`src/rtl/hazard_pkg.sv`:
```
// hazard_pkg: shared types and defaults for the pipeline hazard controller.
//   hz_state_t      : controller states (idle, load-use stall, branch flush)
//   DEF_REG_ADDR_W  : default register index width
//   DEF_CNT_W       : default event counter width
//   max_int()       : elaboration-time helper for sizing the window counter
package hazard_pkg;

  typedef enum logic [1:0] {
    HZ_IDLE       = 2'd0,
    HZ_LOAD_STALL = 2'd1,
    HZ_FLUSH      = 2'd2
  } hz_state_t;

  localparam int DEF_REG_ADDR_W = 5;
  localparam int DEF_CNT_W      = 16;

  function automatic int max_int(input int a, input int b);
    int r;
    if (a > b) begin
      r = a;
    end else begin
      r = b;
    end
    return r;
  endfunction

endpackage

```
`src/rtl/hazard_sat_counter.sv`:
```
// hazard_sat_counter: event counter that sticks at all-ones instead of wrapping.
// Ports:
//   clk_i   in   clock
//   rst_i   in   synchronous active-high reset, clears the count
//   inc_i   in   count one event this cycle
//   hold_i  in   freeze the count regardless of inc_i
//   cnt_o   out  current count (W bits)
module hazard_sat_counter #(
  parameter int W = 16
) (
  input  logic         clk_i,
  input  logic         rst_i,
  input  logic         inc_i,
  input  logic         hold_i,
  output logic [W-1:0] cnt_o
);

  logic [W-1:0] r_cnt;
  logic         w_sat;

  assign w_sat = (r_cnt == {W{1'b1}});

  // Count register: clear on reset, step on an unheld event until saturated.
  always_ff @(posedge clk_i) begin
    if (rst_i) begin
      r_cnt <= '0;
    end else if (inc_i && !hold_i && !w_sat) begin
      r_cnt <= r_cnt + W'(1);
    end else begin
      r_cnt <= r_cnt;
    end
  end

  assign cnt_o = r_cnt;

endmodule

```
`src/rtl/pipeline_hazard_ctrl.sv`:
```
// pipeline_hazard_ctrl: load-use hazard / branch flush / memory freeze controller
// for the in-order pipeline. Control outputs are combinational from state and
// inputs; state, window counter and event counters update on the rising edge.
// Optional build macro: HAZ_X0_EXEMPT_EN -- when defined, a load targeting x0
// never raises a hazard (x0 is hardwired to zero).
// Ports:
//   clk_i, rst_i            clock, synchronous active-high reset
//   branch_taken_i          ID resolved a taken branch
//   ex_mem_read_i, ex_rd_i  EX instruction is a load / its destination
//   id_rs_i, id_rs_used_i   ID source indices (packed) and their valid bits
//   mem_busy_i              data memory busy: freeze everything
//   pc_write_o, ifid_write_o, ifid_flush_o, idex_bubble_o  pipeline controls
//   load_stall_cnt_o, flush_cnt_o                         saturating event counts
module pipeline_hazard_ctrl
  import hazard_pkg::*;
#(
  parameter int REG_ADDR_W     = DEF_REG_ADDR_W,
  parameter int NUM_SRC        = 2,
  parameter int LOAD_LAT       = 1,
  parameter int BRANCH_PENALTY = 1,
  parameter int CNT_W          = DEF_CNT_W
) (
  input  logic                          clk_i,
  input  logic                          rst_i,
  input  logic                          branch_taken_i,
  input  logic                          ex_mem_read_i,
  input  logic [REG_ADDR_W-1:0]         ex_rd_i,
  input  logic [NUM_SRC*REG_ADDR_W-1:0] id_rs_i,
  input  logic [NUM_SRC-1:0]            id_rs_used_i,
  input  logic                          mem_busy_i,
  output logic                          pc_write_o,
  output logic                          ifid_write_o,
  output logic                          ifid_flush_o,
  output logic                          idex_bubble_o,
  output logic [CNT_W-1:0]              load_stall_cnt_o,
  output logic [CNT_W-1:0]              flush_cnt_o
);

  localparam int MAX_WIN = max_int(LOAD_LAT, BRANCH_PENALTY);
  localparam int REM_W   = $clog2(MAX_WIN) + 1;

  hz_state_t        r_state;
  hz_state_t        w_state_nxt;
  logic [REM_W-1:0] r_rem;
  logic [REM_W-1:0] w_rem_nxt;
  logic             w_src_match;
  logic             w_hazard;
  logic             w_ld_inc;
  logic             w_fl_inc;

  // Load-use hazard: EX load whose destination equals any valid ID source.
  always_comb begin
    w_src_match = 1'b0;
    for (int k = 0; k < NUM_SRC; k++) begin
      if (id_rs_used_i[k] && (id_rs_i[k*REG_ADDR_W +: REG_ADDR_W] == ex_rd_i)) begin
        w_src_match = 1'b1;
      end else begin
        w_src_match = w_src_match;
      end
    end
`ifdef HAZ_X0_EXEMPT_EN
    if (ex_rd_i == '0) begin
      w_hazard = 1'b0;
    end else begin
      w_hazard = ex_mem_read_i && w_src_match;
    end
`else
    w_hazard = ex_mem_read_i && w_src_match;
`endif
  end

  // Next state and control outputs; freeze outranks everything, and while in
  // a window the EX/branch inputs are not looked at.
  always_comb begin
    pc_write_o    = 1'b1;
    ifid_write_o  = 1'b1;
    ifid_flush_o  = 1'b0;
    idex_bubble_o = 1'b0;
    w_state_nxt   = r_state;
    w_rem_nxt     = r_rem;
    w_ld_inc      = 1'b0;
    w_fl_inc      = 1'b0;
    if (rst_i) begin
      w_state_nxt = HZ_IDLE;
      w_rem_nxt   = '0;
    end else if (mem_busy_i) begin
      pc_write_o   = 1'b0;
      ifid_write_o = 1'b0;
    end else begin
      case (r_state)
        HZ_IDLE: begin
          if (w_hazard) begin
            pc_write_o    = 1'b0;
            ifid_write_o  = 1'b0;
            idex_bubble_o = 1'b1;
            w_ld_inc      = 1'b1;
            if (LOAD_LAT > 1) begin
              w_state_nxt = HZ_LOAD_STALL;
              w_rem_nxt   = REM_W'(LOAD_LAT - 1);
            end else begin
              w_state_nxt = HZ_IDLE;
            end
          end else if (branch_taken_i) begin
            ifid_flush_o = 1'b1;
            w_fl_inc     = 1'b1;
            if (BRANCH_PENALTY > 1) begin
              w_state_nxt = HZ_FLUSH;
              w_rem_nxt   = REM_W'(BRANCH_PENALTY - 1);
            end else begin
              w_state_nxt = HZ_IDLE;
            end
          end else begin
            w_state_nxt = HZ_IDLE;
          end
        end
        HZ_LOAD_STALL: begin
          pc_write_o    = 1'b0;
          ifid_write_o  = 1'b0;
          idex_bubble_o = 1'b1;
          w_rem_nxt     = r_rem - REM_W'(1);
          if (r_rem == REM_W'(1)) begin
            w_state_nxt = HZ_IDLE;
          end else begin
            w_state_nxt = HZ_LOAD_STALL;
          end
        end
        HZ_FLUSH: begin
          pc_write_o   = 1'b0;
          ifid_flush_o = 1'b1;
          w_rem_nxt    = r_rem - REM_W'(1);
          if (r_rem == REM_W'(1)) begin
            w_state_nxt = HZ_IDLE;
          end else begin
            w_state_nxt = HZ_FLUSH;
          end
        end
        default: begin
          w_state_nxt = HZ_IDLE;
          w_rem_nxt   = '0;
        end
      endcase
    end
  end

  // State and remaining-window register.
  always_ff @(posedge clk_i) begin
    if (rst_i) begin
      r_state <= HZ_IDLE;
      r_rem   <= '0;
    end else begin
      r_state <= w_state_nxt;
      r_rem   <= w_rem_nxt;
    end
  end

  hazard_sat_counter #(.W(CNT_W)) u_load_cnt (
    .clk_i  (clk_i),
    .rst_i  (rst_i),
    .inc_i  (w_ld_inc),
    .hold_i (mem_busy_i),
    .cnt_o  (load_stall_cnt_o)
  );

  hazard_sat_counter #(.W(CNT_W)) u_flush_cnt (
    .clk_i  (clk_i),
    .rst_i  (rst_i),
    .inc_i  (w_fl_inc),
    .hold_i (mem_busy_i),
    .cnt_o  (flush_cnt_o)
  );

endmodule

```
`config.mk`:
```
export PLATFORM = sky130hd
export DESIGN_NAME = pipeline_hazard_ctrl
export DESIGN_NICKNAME = d
export VERILOG_FILES = /design/src/rtl/hazard_pkg.sv /design/src/rtl/hazard_sat_counter.sv /design/src/rtl/pipeline_hazard_ctrl.sv
export SDC_FILE = /design/constraint.sdc
export NUM_CORES = 1
export LEC_CHECK = 0
export ABC_AREA = 1
export CAP_MARGIN = 20
export CORE_ASPECT_RATIO = 1.25
export CORE_MARGIN = 5
export CORE_UTILIZATION = 54
export DETAILED_ROUTE_END_ITERATION = 12
export PLACE_DENSITY = 0.86
export REMOVE_ABC_BUFFERS = 1
export SYNTH_ARGS = -nofsm -noshare
export SYNTH_HDL_FRONTEND = slang
export SYNTH_SLANG_ARGS = --single-unit
export TNS_END_PERCENT = 10
```
`constraint.sdc`:
```
create_clock -name clk_i -period 2.4 [get_ports clk_i]
set_input_delay 0.36 -clock clk_i [delete_from_list [all_inputs] [get_ports clk_i]]
set_output_delay 0.36 -clock clk_i [all_outputs]
set_load 0.05 [all_outputs]
```
# ---- Yosys cells after proc, flatten, opt, wreduce, memory -nomap -nowiden
# Index checks and enable logic that the tools add are counted.
dict set report totals {
  regBits 35
  latchBits 0
  ram_bits 0
  rom_bits 0
  inputBits 22
  out_inout_bits 36
  wordCells 56
  mem_count 0
}
dict set report classes {
  n_addsub 3
  multipliers 0
  n_div 0
  n_lt_le_gt_ge 0
  eq_ne 6
  shifts 0
  muxes 28
  n_bitwise 2
  n_reduce_logical 13
}
# cell n
set op_table {}
lappend op_table {{adder 16 x 1 -> 16 bit, second input constant} 2}
lappend op_table {{== test 16 bit, second input constant} 2}
lappend op_table {{2-to-1 mux 1 bit} 21}
lappend op_table {{== test 5 bit} 2}
lappend op_table {{case mux 1 bit (2 select lines)} 5}
lappend op_table {{logical AND 1 bit} 7}
lappend op_table {{case mux 2 bit (2 select lines)} 1}
lappend op_table {{zero test 1 bit} 3}
lappend op_table {{== test 2 x 1 -> 1 bit, second input constant} 1}
lappend op_table {{== test 2 bit, second input constant} 1}
lappend op_table {{zero test 2 bit} 1}
lappend op_table {{2-to-1 mux 2 bit} 1}
lappend op_table {{inverter 1 bit} 2}
lappend op_table {{AND reduction 2 bit} 1}
lappend op_table {{OR reduction 2 bit} 1}
lappend op_table {{subtractor 1 bit, second input constant} 1}

# ---- Longest topological paths before layout
dict set report logic_depth {
  depth_word 11
  depth_mapped 11
  mapped_depth_nobuf 10
}

# ---- By module
# A second synthesis with hierarchy kept.
dict set report hier_totals {
  hier_cells 404
  hier_area_um2 2412.3
}
# module instances cells_each area_per_inst_um2 seq_area_each_um2
set modules_own_cells {}
lappend modules_own_cells {hazard_sat_counter 2 155 970.9 320.3}
lappend modules_own_cells {pipeline_hazard_ctrl 1 94 470.5 60.1}

# ---- Worst setup path after synthesis
# No wires, ideal clock.
dict set report synth_path {
  kind {input port to output port}
  start {input port ex_rd_i[2]}
  end {output port pc_write_o}
  arrival_time_ns 1.949
  t_required_ns 2.040
  path_slack_ns 0.091
  path_stages 9
  n_path_buf 0
  path_cell_list {inv_1 -> nand2_1 -> nand2_1 -> nor2_1 -> nand3_1 -> nand2_2 -> nand3_1 -> o21ai_0 -> o21ai_0}
}
dict set report synth_via {
  elab_chain_cells 9
  elab_cells_between_ends 11
  classes_between {eq/ne (2); mux (6); reduce/logical (3)}
}
# item line_no
set synth_rtl {}
lappend synth_rtl {{start: declaration} pipeline_hazard_ctrl.sv:27} ;# input logic [REG_ADDR_W-1:0] ex_rd_i,
lappend synth_rtl {{== test 5 bit} pipeline_hazard_ctrl.sv:55} ;# if (id_rs_used_i[k] && (id_rs_i[k*REG_ADDR_W +: REG_ADDR_W] == ex_rd_i)) begin
lappend synth_rtl {{logical AND 1 bit} pipeline_hazard_ctrl.sv:55}
lappend synth_rtl {{2-to-1 mux 1 bit} pipeline_hazard_ctrl.sv:55}
lappend synth_rtl {{2-to-1 mux 1 bit *} pipeline_hazard_ctrl.sv:55}
lappend synth_rtl {{logical AND 1 bit *} pipeline_hazard_ctrl.sv:68} ;# w_hazard = ex_mem_read_i && w_src_match;
lappend synth_rtl {{2-to-1 mux 1 bit *} pipeline_hazard_ctrl.sv:92} ;# if (w_hazard) begin
lappend synth_rtl {{case mux 1 bit (2 select lines) *} pipeline_hazard_ctrl.sv:90} ;# case (r_state)
lappend synth_rtl {{2-to-1 mux 1 bit *} pipeline_hazard_ctrl.sv:86} ;# end else if (mem_busy_i) begin
lappend synth_rtl {{2-to-1 mux 1 bit *} pipeline_hazard_ctrl.sv:83} ;# if (rst_i) begin
lappend synth_rtl {{end: declaration} pipeline_hazard_ctrl.sv:31} ;# output logic pc_write_o,
# Mark *: on every way between the ends. The rest lies on a longest branch, timed or not.

# ---- Worst setup path after layout
dict set report layout_path {
  start {input port ex_rd_i[1]}
  end {output port pc_write_o}
}
# The elaborated chain is that of the path after synthesis.

==> results_dict.tcl <==
set metrics [dict create \
    status "finished clean" \
    crit_type "in -> out" \
    grt_start_max_net_pins 32 \
    layout.cells.non_filler 497 \
    die_w_um 69.35 \
    worst_slack_ns 0.2223 \
    rows 27 \
    worstPathRequired_ns 2.04 \
    ys_types 28 \
    powerDensity_nw_per_um2 393.9 \
    antenna_found_initial 0 \
    antenna_left 0 \
    clkSinkCount 35 \
    fin_crit_sh_pct 90.74 \
    area_growth_pct 32.21 \
    overflow 0 \
    io_buffers 57 \
    worstPathArrival_ns 1.82 \
    cts_tree "built" \
    maxSlewHeadroom_pct 65.53 \
    gp_congestion 0.9082 \
    tns_ns 0 \
    end_kind "output pin" \
    startpoint_type "primary input" \
    die_height_um 84.18 \
    num-nets-final 466 \
    ys_seq_elements 35 \
    postCtsSetupBuffers 0 \
    finalCriticalPeriod_ns 2.178 \
    die-area_um2 5837 \
    synth_area_um2 2377 \
    cts_buffers 5 \
    ys_seq_area_share_pct 29.47 \
    final_cell_mix "nand2_1 (124), clkdlybuf4s50_1 (53), inv_1 (42), nor2_1 (42), dfxtp_1 (35)" \
    cts_max_level 2 \
    hpwlAfterDp_um 4648 \
    holdWs_ns 0.4857 \
    worst_pin_slew_ns 0.5155 \
    drt_wl_total_um 6235 \
    rsz0062_at_grt "false" \
    hold_class "reg -> reg" \
    cts_buffer_depth 2 \
    finalHoldViolCount 0 \
    coreArea_um2 4324 \
    vias 2617 \
    synth_cells 381 \
    cts.reportedPaths.clkPinSlew_ns 0.07 \
    fmax_mhz 459.2 \
    crit_fanout 4 \
    clock_latency_ns 0.29 \
    track_usage_pct 22.42 \
    pre_cts_ws_ns 0.1572 \
    root_buffer "clkbuf_8" \
    fin_skew_ns 0.008914 \
    syn_area_per_cell_um2 6.240 \
    drive_above_1_share_pct 6.834 \
    placed_cells 490 \
    p_leak_nw 1.163 \
    setup_viol 0 \
    drc 0 \
    grt_pass1_wl_um 10890 \
    max_cap_violations 0 \
    start_util_pct 54.98 \
    ys_warn_count 0 \
    ir_drop_mv 0.3526 \
    drt-initial-drc-count 164 \
    wire_per_inst_um 12.55 \
    viasPerCell 5.266 \
    ios 58 \
    grt_pass1_vias 2557 \
    drv_slew 0 \
    final_common_cell "nand2_1" \
    drtPass1Iterations 5 \
    n_antenna_cell 0 \
]
[logic make-up after synthesis]
family | share of synthesized area, %
and+or+nand+nor | 41.47
AOI/OAI and AO/OA | 10.05
DFF | 29.47
xor gates and xnor gates | 7.000
buffers and inverters | 9.369
adders and majority gates | 2.632
[metal layers]
layer  global-route usage, %  routed length, um
met1                   23.00               2344
met2                   42.80               3445
met3                   3.952                235
met4                   11.37                209
met5                       0                  0
[metrics by stage]
stage          util, %  area, um2  total power [mW]
2_1_floorplan        -       2320            0.6578
3_3_place_gp     70.31       3040            0.7355
3_5_place_dp     70.31       3040            0.7386
4_1_cts          72.69       3143             1.253
5_1_grt          72.69       3143             1.291
6_report         72.69       3143             1.238
[synth_stat cells, drive strengths merged]
| library cell | n | area share (%) |
|---|---|---|
| a21oi | 33 | 7.4 |
| a22o | 1 | 0.37 |
| and3 | 1 | 0.26 |
| buf | 6 | 1.6 |
| clkbuf | 5 | 0.79 |
| dfxtp | 35 | 29 |
| ha | 5 | 2.6 |
| inv | 44 | 6.9 |
| nand2 | 127 | 20 |
| nand3 | 17 | 3.8 |
| nand3b | 1 | 0.32 |
| nand4 | 23 | 6.9 |
| nor2 | 46 | 8.1 |
| nor3 | 8 | 1.7 |
| o21ai | 9 | 1.9 |
| o32ai | 1 | 0.37 |
| xnor2 | 8 | 2.9 |
| xor2 | 11 | 4.1 |
[cell type report]
class | count | area [um2]
clock inverter | 1 | 30.03
inverter | 44 | 165.2
multi-input combinational | 291 | 1454
clock buffer | 6 | 72.57
tap | 58 | 72.57
timing repair buffer | 62 | 648.1
fill | 395 | 1181
sequential | 35 | 700.7
[worst max-delay path, cell delays in order]
cell and delay [ns]:
clkdlybuf4s50_1 0.52, inv_1 0.07, nand2_1 0.06, nand2_1 0.05
nor2_1 0.08, nand3_1 0.10, nand2_2 0.11, nand3_1 0.10
o21ai_0 0.08, o21ai_1 0.11, buf_12 0.17
[registers in the layout, indices dropped and copies added (netlist names)]
| signal | flops |
|---|---|
| r_state | 2 |
| u_flush_cnt.cnt_o | 16 |
| u_load_cnt.cnt_o | 16 |
| r_rem | 1 |
[path summary, 6_finish.rpt]
| kind | to | from | slack (ns) | cells past startpoint |
|---|---|---|---|---|
| hold / removal | r_state[0] | r_rem | 0.49 | 1 |
| setup reg to reg | u_flush_cnt.cnt_o[1] | u_flush_cnt.cnt_o[0] | 0.46 | 9 |
| hold reg to reg | r_state[0] | r_rem | 0.49 | 1 |
| setup / recovery | pc_write_o | ex_rd_i[1] | 0.22 | 11 |
[report_power, final]
part	total [mW]	internal, mW	switching [mW]
registers	0.585	0.583	0.00222
clock network	0.512	0.304	0.207
logic	0.141	0.0643	0.0770
[what timing repair did]
action,CTS,global route
setup endpoints to repair,0,1
hold buffers,0,0
gates resized for setup,0,1
Note: power is estimated with default switching activity, not from simulation.
==> patch: new RTL, same settings <==
Set the parameter `NUM_SRC` to 4 (it was 2).
--- a/src/rtl/pipeline_hazard_ctrl.sv
+++ b/src/rtl/pipeline_hazard_ctrl.sv
@@ -16,5 +16,5 @@
 #(
   parameter int REG_ADDR_W     = DEF_REG_ADDR_W,
-  parameter int NUM_SRC        = 2,
+  parameter int NUM_SRC        = 4,
   parameter int LOAD_LAT       = 1,
   parameter int BRANCH_PENALTY = 1,
Interface: changed (resized id_rs_i and id_rs_used_i); port bits go from 58 to 70. The function was not compared with the original's and may differ.
==> patch against the unedited design <==
Wire length rose by 3.4%. Final area grew 9.2%. Maximum frequency is 4.3% lower. Area after synthesis grew 4.0%. Setup slack worse by 0.098 ns. Sequential cell count stayed put. Critical path type unchanged. Final cell count up 6.4%. Global-route usage shrank 0.20 points. Total power fell by 0.77%. Largest power group unchanged.
==> patch: results (changes against the unedited design) <==
metric,value,unit,change
vias per cell,5.11,,was 5.27
flop2flop setup slack,0.43,ns,was 0.46 ns
total power,1.23,mW,was 1.24 mW
Hold/Removal Path Class,register to register,,unchanged
"critical path fanouts, max",3,,was 4
Hold Path Origin,r_rem,,unchanged
register area share after synthesis,0.283,,was 0.295
layout cells sized above 1,0.138,,was 0.0683
CTS Buf Count,5,,unchanged
clock slew at reported path FFs,0.07,ns,about the same
Max clock buf depth,2,,unchanged
clock root buffer,clkbuf_8,,unchanged
worst hold endpoint,r_rem,,was r_state[0]
filler instances,340,,was 395
vias in the first global route,2578,,was 2557
number of synthesized flops with an enable pin,0,,unchanged
Skew-Pair Late Insertion Delay,0.30,ns,
"FFs w/ async S/R, synth",0,,unchanged
max_slew headroom,0.659,,was 0.655
reg2reg start,u_load_cnt.cnt_o[0],,was u_flush_cnt.cnt_o[0]
Final HPWL DP,4990,um,was 4650 um
number of setup buffers added after CTS,0,,unchanged
r2r endpoint,u_load_cnt.cnt_o[9],,was u_flush_cnt.cnt_o[1]
Yosys warnings,0,,unchanged
Place WS,-0.0941,ns,was 0.157 ns
Worst Skew,0.00766,ns,was 0.00891 ns
largest net degree at the start of global routing,20,,was 32
Leak,1.43,nW,was 1.16 nW
Peak VDD IR,0.296,mV,was 0.353 mV
GPL Wtd Cong,0.947,,was 0.908
Yosys cell types,34,,was 28
ant diodes,0,,unchanged
ys flop type,dfxtp_1,,unchanged
Buffers on Ports,69,,was 57
hold path cells,2,,was 1
FF-to-FF path depth,11,,was 9
commonest cells in the synthesized netlist,"117 x nand2_1, 57 x nor2_1, 47 x inv_1",,"was 124 x nand2_1, 42 x inv_1, 42 x nor2_1"
first-pass GRT wire length,11200,um,was 10900 um
DRT iter0 DRCs,222,,was 164
status,"finished, final reports clean",,unchanged
WP data arrival,1.92,ns,was 1.82 ns
GRT Resource Usage Total,0.222,,was 0.224
Nets,509,,was 466
synth top area cells,"dfxtp_1 28%, nand2_1 18%, nor2_1 8.7%",,"was dfxtp_1 29%, nand2_1 20%, inv_1 6.6%"
antenna violations before repair,0,,unchanged
DR WL/cell,12.2,um,was 12.5 um
H-tree depth,2,,unchanged
DR pass1 iterations,4,,was 5
## patch: kinds of logic (layout without fill, tap and decap cells)
family / Yosys count / after routing / share of synthesized area
AND/OR/NAND/NOR: 236 / 236 / 0.442
buffers and inverters: 63 / 141 / 0.102
AO/OA/AOI/OAI: 42 / 42 / 0.105
flip-flops: 35 / 35 / 0.283
XOR/XNOR: 12 / 12 / 0.0425
adder cells (fa/ha/maj): 5 / 5 / 0.0253
## patch: routing by layer
layer | vias up | global-route usage | share of wire
li1 | 1387 | - | -
met5 | - | 0 | 0
met1 | 1232 | 0.243 | 0.40
met4 | 0 | 0.0732 | 0.024
met2 | 74 | 0.425 | 0.53
met3 | 12 | 0.0399 | 0.045
## patch: layout make-up
| class | count | area, um^2 | area share |
|---|---|---|---|
| Clock buffer | 5 | 68.8 | 0.0201 |
| Clock inverter | 3 | 20.0 | 0.00584 |
| Inverter | 56 | 210 | 0.0613 |
| Multi-Input combinational cell | 295 | 1540 | 0.450 |
| Sequential cell | 35 | 701 | 0.204 |
| Tap cell | 58 | 72.6 | 0.0212 |
| Timing Repair Buffer | 77 | 816 | 0.238 |
## patch: per-stage QoR
step | hold WS, ns | TNS, ns | area [um^2] | cells
floorplan | 0.422 | -0.0457 | 2430 | 386
global placement | 0.463 | -0.0995 | 3310 | 521
detailed placement | 0.481 | -0.198 | 3310 | 521
CTS | 0.491 | -0.0180 | 3390 | 529
global route | 0.515 | 0 | 3430 | 529
finish | 0.492 | 0 | 3430 | 529
## patch: repair_timing
| item | 4_1_cts | 5_1_grt |
|---|---|---|
| pin swaps | 0 | 1 |
| endpoints found under the setup margin | 2 | 4 |
| resized for setup | 2 | 13 |
| hold buffers | 0 | 0 |
| gates cloned | 0 | 0 |
## patch: power breakdown
part,switching [mW],internal (mW),total (mW),leakage (nW)
sequential,0.00214,0.582,0.584,0.282
clock,0.233,0.202,0.435,0.0402
combinational,0.109,0.101,0.209,1.11
total,0.344,0.884,1.23,1.43
## patch: how the worst max path moves through the flow
stage / cells after the start / end / slack, ns / start
after floorplan: 11 / ifid_write_o / -0.02 / ex_rd_i[0]
after global placement: 12 / ifid_write_o / -0.05 / ex_rd_i[3]
after detailed placement: 12 / ifid_write_o / -0.09 / ex_rd_i[3]
after CTS: 13 / pc_write_o / -0.02 / ex_rd_i[3]
after global routing: 13 / ifid_flush_o / 0.005 / id_rs_i[3]
final: 12 / idex_bubble_o / 0.12 / id_rs_i[4]
## patch: worst max-delay path: stages
cell,delay [ns]
clkdlybuf4s50_1,0.49
inv_1,0.05
nand2_1,0.05
nand2_1,0.06
nor2_1,0.12
nand3_1,0.08
nand2_1,0.09
inv_2,0.05
nand2_4,0.08
nand3_2,0.11
a21oi_2,0.22
buf_12,0.16
